`config.mk`:
```
export PLATFORM = sky130hd
export DESIGN_NAME = lives_manager
export DESIGN_NICKNAME = d
export VERILOG_FILES = /design/src/rtl/lives_manager.sv
export SDC_FILE = /design/constraint.sdc
export NUM_CORES = 1
export LEC_CHECK = 0
export ABC_CLOCK_PERIOD_IN_PS = 3200
export BUFFER_PORTS_ARGS = -buffer_cell sky130_fd_sc_hd__clkbuf_2
export CAP_MARGIN = 40
export CORE_ASPECT_RATIO = 1.1
export CORE_MARGIN = 2
export CORE_UTILIZATION = 50
export CTS_BUF_LIST = sky130_fd_sc_hd__clkbuf_2 sky130_fd_sc_hd__clkbuf_4 sky130_fd_sc_hd__clkbuf_8
export CTS_CLUSTER_SIZE = 28
export DETAILED_ROUTE_END_ITERATION = 8
export GPL_ROUTABILITY_DRIVEN = 0
export PLACE_DENSITY = 0.69
export SLEW_MARGIN = 20
export SYNTH_ARGS = -nofsm -noshare
export SYNTH_HDL_FRONTEND = slang
export SYNTH_SLANG_ARGS = --single-unit
```
`constraint.sdc`:
```
create_clock -name clk -period 3.2 [get_ports clk]
set_clock_uncertainty 0.2 [all_clocks]
set_input_delay 0.32 -clock clk [delete_from_list [all_inputs] [get_ports clk]]
set_output_delay 0.32 -clock clk [all_outputs]
set_load 0.01 [all_outputs]
```
`src/rtl/lives_manager.sv`:
```
// lives_manager
//   Tracks the player's remaining lives for the heart display. A hit in normal play costs
//   one life and opens an invulnerability window of INVULN_FRAMES frame ticks. During that
//   window blink_hide toggles every BLINK_FRAMES ticks so the sprite can blink. Losing the
//   last life enters game-over. A restart pulse reloads MAX_LIVES from any state.
//   All outputs are registered.
//
// Ports
//   clk          in   system clock (pixel clock domain)
//   rst_n        in   asynchronous active-low reset
//   frame_tick   in   one-cycle pulse per video frame
//   hit          in   collision level, sampled every cycle
//   restart      in   one-cycle new-game request (highest priority)
//   lives        out  remaining lives, 0..MAX_LIVES
//   invulnerable out  high during the post-hit window
//   blink_hide   out  sprite-hide phase during the window, 0 otherwise
//   game_over    out  high once the last life is lost
//   life_lost    out  one-cycle pulse per decrement
module lives_manager #(
  parameter int unsigned MAX_LIVES     = 3,
  parameter int unsigned INVULN_FRAMES = 120,
  parameter int unsigned BLINK_FRAMES  = 8
) (
  input  logic       clk,
  input  logic       rst_n,
  input  logic       frame_tick,
  input  logic       hit,
  input  logic       restart,
  output logic [1:0] lives,
  output logic       invulnerable,
  output logic       blink_hide,
  output logic       game_over,
  output logic       life_lost
);

  localparam int unsigned InvW   = $clog2(INVULN_FRAMES + 1);
  localparam int unsigned BlinkW = (BLINK_FRAMES > 1) ? $clog2(BLINK_FRAMES) : 1;

  localparam logic [1:0]      MaxLives = 2'(MAX_LIVES);
  localparam logic [InvW-1:0] InvLoad  = InvW'(INVULN_FRAMES);
  localparam logic [InvW-1:0] InvOne   = InvW'(1);
  // One extra bit so the terminal count BLINK_FRAMES itself is representable.
  localparam logic [BlinkW:0] BlinkEnd = (BlinkW + 1)'(BLINK_FRAMES);

  typedef enum logic [1:0] {
    StPlaying,
    StInvuln,
    StGameOver
  } state_e;

  state_e            r_state;
  logic [1:0]        r_lives;
  logic [InvW-1:0]   r_inv_timer;
  logic [BlinkW-1:0] r_blink_cnt;
  logic              r_invulnerable;
  logic              r_blink_hide;
  logic              r_game_over;
  logic              r_life_lost;

  logic [BlinkW:0]   w_blink_inc;
  logic              w_blink_wrap;

  assign w_blink_inc  = {1'b0, r_blink_cnt} + (BlinkW + 1)'(1);
  assign w_blink_wrap = (w_blink_inc >= BlinkEnd);

  always_ff @(posedge clk or negedge rst_n) begin
    if (!rst_n) begin
      r_state        <= StPlaying;
      r_lives        <= MaxLives;
      r_inv_timer    <= '0;
      r_blink_cnt    <= '0;
      r_invulnerable <= 1'b0;
      r_blink_hide   <= 1'b0;
      r_game_over    <= 1'b0;
      r_life_lost    <= 1'b0;
    end else begin
      r_life_lost <= 1'b0;
      if (restart) begin
        r_state        <= StPlaying;
        r_lives        <= MaxLives;
        r_inv_timer    <= '0;
        r_blink_cnt    <= '0;
        r_invulnerable <= 1'b0;
        r_blink_hide   <= 1'b0;
        r_game_over    <= 1'b0;
      end else begin
        unique case (r_state)
          StPlaying: begin
            // A tick in the same cycle as the hit is deliberately not counted.
            if (hit) begin
              r_life_lost <= 1'b1;
              if (r_lives <= 2'd1) begin
                r_state     <= StGameOver;
                r_lives     <= 2'd0;
                r_game_over <= 1'b1;
              end else begin
                r_state        <= StInvuln;
                r_lives        <= r_lives - 2'd1;
                r_invulnerable <= 1'b1;
                r_inv_timer    <= InvLoad;
                r_blink_cnt    <= '0;
                r_blink_hide   <= 1'b1;
              end
            end
          end
          StInvuln: begin
            // hit is masked for the whole window.
            if (frame_tick) begin
              if (r_inv_timer <= InvOne) begin
                r_state        <= StPlaying;
                r_invulnerable <= 1'b0;
                r_inv_timer    <= '0;
                r_blink_cnt    <= '0;
                r_blink_hide   <= 1'b0;
              end else begin
                r_inv_timer <= r_inv_timer - InvOne;
                if (w_blink_wrap) begin
                  r_blink_cnt  <= '0;
                  r_blink_hide <= ~r_blink_hide;
                end else begin
                  r_blink_cnt <= w_blink_inc[BlinkW-1:0];
                end
              end
            end
          end
          StGameOver: begin
            r_lives <= 2'd0;
          end
          default: begin
            r_state <= StPlaying;
          end
        endcase
      end
    end
  end

  assign lives        = r_lives;
  assign invulnerable = r_invulnerable;
  assign blink_hide   = r_blink_hide;
  assign game_over    = r_game_over;
  assign life_lost    = r_life_lost;

endmodule
```
==> impl_metrics.tcl <==
set metrics [dict create \
    first_pass_iters 4 \
    drt-total-wl_mm 2.14 \
    cts.htree.levels 1 \
    async_flop_share_pct 100 \
    cp_slowest_cell "dfrtp_1" \
    worstPathRequired_ns 3.17 \
    cts_resized 0 \
    dpl.hpwl_mm 1.52 \
    synth_top_area_cell "dfrtp_1" \
    synth_area_sq_mm 0.00106 \
    clock_latency_ns 0.30 \
    worst_slew_pin_slew_ns 0.514 \
    worst_setup_path_start_kind "register" \
    p_leak_nw 0.501 \
    vias 879 \
    ys_dominant_reg_cell "dfrtp_1" \
    critPathTopFamily "simple AND/OR/NAND/NOR gates" \
    ys_types 38 \
    diodes 0 \
    fin_ws_ns 1.33 \
    finalCriticalPeriod_ns 1.87 \
    critPathBufInv 1 \
    io_pins 11 \
    antenna_found_initial 0 \
    vias_per_cell 5.78 \
    tritoncts "done" \
    syn_to_final_growth_pct 9.93 \
    crit_fanout 6 \
    root_buffer "clkbuf_4" \
    syn_inst 112 \
    finalHoldViolCount 0 \
    yosys.cell_count.top_type "dfrtp_1" \
    fillers 193 \
    drc_errors 0 \
    fin_cells 152 \
    yosys.area.top_type_share_pct 37.8 \
    powerDensity_mw_per_mm2 527 \
    post-route-period-util_pct 58.6 \
    cts_sinks 18 \
    p_total_mw 0.613 \
    die_w_um 47.9 \
    syn_nets 120 \
    grt_usage_pct 21.6 \
    die_h_um 52.3 \
    ys_seq_area_share_pct 42.8 \
    dieArea_sq_mm 0.00250 \
    post-place-ws_ns 1.36 \
    grt_pass1_vias 922 \
    clock_path_buffers 2 \
    worstPathCellList "inv_1, ha_1, nor4b_1, nand2b_1, o21ai_1, o22ai_1" \
    nNetsFinal 133 \
    endpoint_kind "register" \
    numPlacedInstances 147 \
    drive_gt1_share_pct 21.8 \
    cts-buffers-inserted 3 \
    io_buffers 10 \
    ir_worst_vdd_mv 0.355 \
    max_cap_viol_count 0 \
    cpPeakStageDelay_ns 0.46 \
    avgSynthCellArea_sq_um 9.45 \
    path_clk_slew_ns 0.11 \
    start_util_pct 52.9 \
    relSlewSlack_pct 65.2 \
    drt-initial-drc-count 29 \
    fmax_mhz 533 \
    critPathArrivalTime_ns 1.84 \
    setup_tns_ns 0 \
    gr-total-overflow 0 \
    grt_max_degree 20 \
    synth_area_leaders "dfrtp_1, a21oi_1, dfstp_2, nor2_1, ha_1" \
    grt_pass1_wl_mm 3.80 \
    synth_edf_count 0 \
    ys_ff_latch 18 \
    yosys-top-cells-count "dfrtp_1, a21oi_1, nor2_1" \
    postCtsSetupRepairBufs 0 \
    final_antenna_net_count 0 \
    setup_viol 0 \
    maxSlewViolCount 0 \
    synth_warnings 0 \
    fp.coreArea_sq_mm 0.00200 \
    wire_per_inst_um 14.1 \
    status "complete, no violations" \
    rsz0062_at_grt "false" \
    rows 17 \
    crit_type "register to register" \
    holdCritPathClass "primary input to register" \
    finish.utilization_pct 58.2 \
]
## flip-flops by register name, summed over array words and instances (netlist names)
signal and flops:
r_blink_cnt 3, blink_hide 1, lives 2, invulnerable 1, r_inv_timer 7, life_lost 1, r_state 2, game_over 1
## worst reg2reg max path: cells and delay by family (launching register included)
kind,cells,cell delay (ns)
buf+inv,1,0.08
fa+ha+maj,1,0.21
flops,1,0.46
compound gates,2,0.23
simple gates,2,0.56
## metal layers
metal / part of all wire (%) / GRT usage [%] / wire, um / vias up
met1: 47 / 27.2 / 1010 / 417
met4: 2.5 / 13.1 / 54 / 0
met2: 46 / 32.9 / 992 / 22
met3: 3.6 / 4.48 / 78 / 6
li1: - / - / - / 434
met5: 0 / 0 / 0 / -
## per-stage QoR
step / area, sq um / hold slack, ns
6_report: 1160 / 0.114
5_1_grt: 1160 / 0.127
4_1_cts: 1160 / 0.118
3_5_place_dp: 1120 / 0.0879
3_3_place_gp: 1120 / 0.0820
2_1_floorplan: 1060 / -0.176
## worst paths after layout
| check | to | slack, ns | depth (start not counted) | from |
|---|---|---|---|---|
| max | r_inv_timer[6] | 1.33 | 6 | r_inv_timer[0] |
| min | r_inv_timer[2] | 0.11 | 3 | frame_tick |
| max reg2reg | r_inv_timer[6] | 1.33 | 6 | r_inv_timer[0] |
| min reg2reg | game_over | 0.31 | 2 | game_over |
| max in group asynchronous | lives[0] | 2.18 | 2 | rst_n |
| min in group asynchronous | invulnerable | 0.27 | 2 | rst_n |
## what timing repair did
action | CTS | global route
hold buffers | 1 | 0
setup endpoints to repair | 0 | 0
endpoints found under the hold margin | 16 | 0
## kinds of logic after synthesis
| logic type | Yosys count | synth area share, % |
|---|---|---|
| adders and majority gates | 3 | 3.55 |
| AOI/OAI and AO/OA | 35 | 21.0 |
| and+or+nand+nor | 46 | 28.3 |
| DFF | 18 | 42.8 |
| buffers and inverters | 10 | 4.37 |
## where the power goes
| group | switching [mW] | total (mW) | internal (mW) |
|---|---|---|---|
| clock | 0.0729 | 0.130 | 0.0570 |
| sequential | 0.0349 | 0.291 | 0.256 |
| combinational | 0.114 | 0.192 | 0.0782 |
## layout make-up
cell class              instances  area [sq um]  share of cell area (%)
clock buffers                   4          30.0                    2.58
flip-flops and latches         18           453                    38.9
inverters                       7          26.3                    2.26
repair buffers                 11          60.1                    5.16
multi-input cells              84           559                    48.1
well taps                      28          35.0                    3.01
## cell usage in the layout, fill, tap and decap left out
master,n
nor4_1,1
clkbuf_2,10
and2_1,1
nor3_1,4
inv_1,7
dfrtp_1,16
a31oi_1,2
a21oi_1,13
dfstp_2,2
or3b_1,1
nand2b_1,5
and4bb_4,1
a41oi_2,1
nand4_1,1
o22ai_2,1
o31ai_1,2
dlygate4sd3_1,1
nand3_1,2
clkbuf_4,4
nand3_2,1
nor3_4,1
nor3_2,1
nor2_4,1
nor4b_1,2
nand4bb_4,1
nor2_1,11
a41o_1,1
o22ai_1,2
nor2_2,1
o21ai_1,3
o21ai_0,6
o21bai_2,1
a211oi_1,1
ha_1,3
a22oi_1,2
and3b_4,1
nand3b_1,1
nand2_1,9
Power figures use the tool's default switching activity.
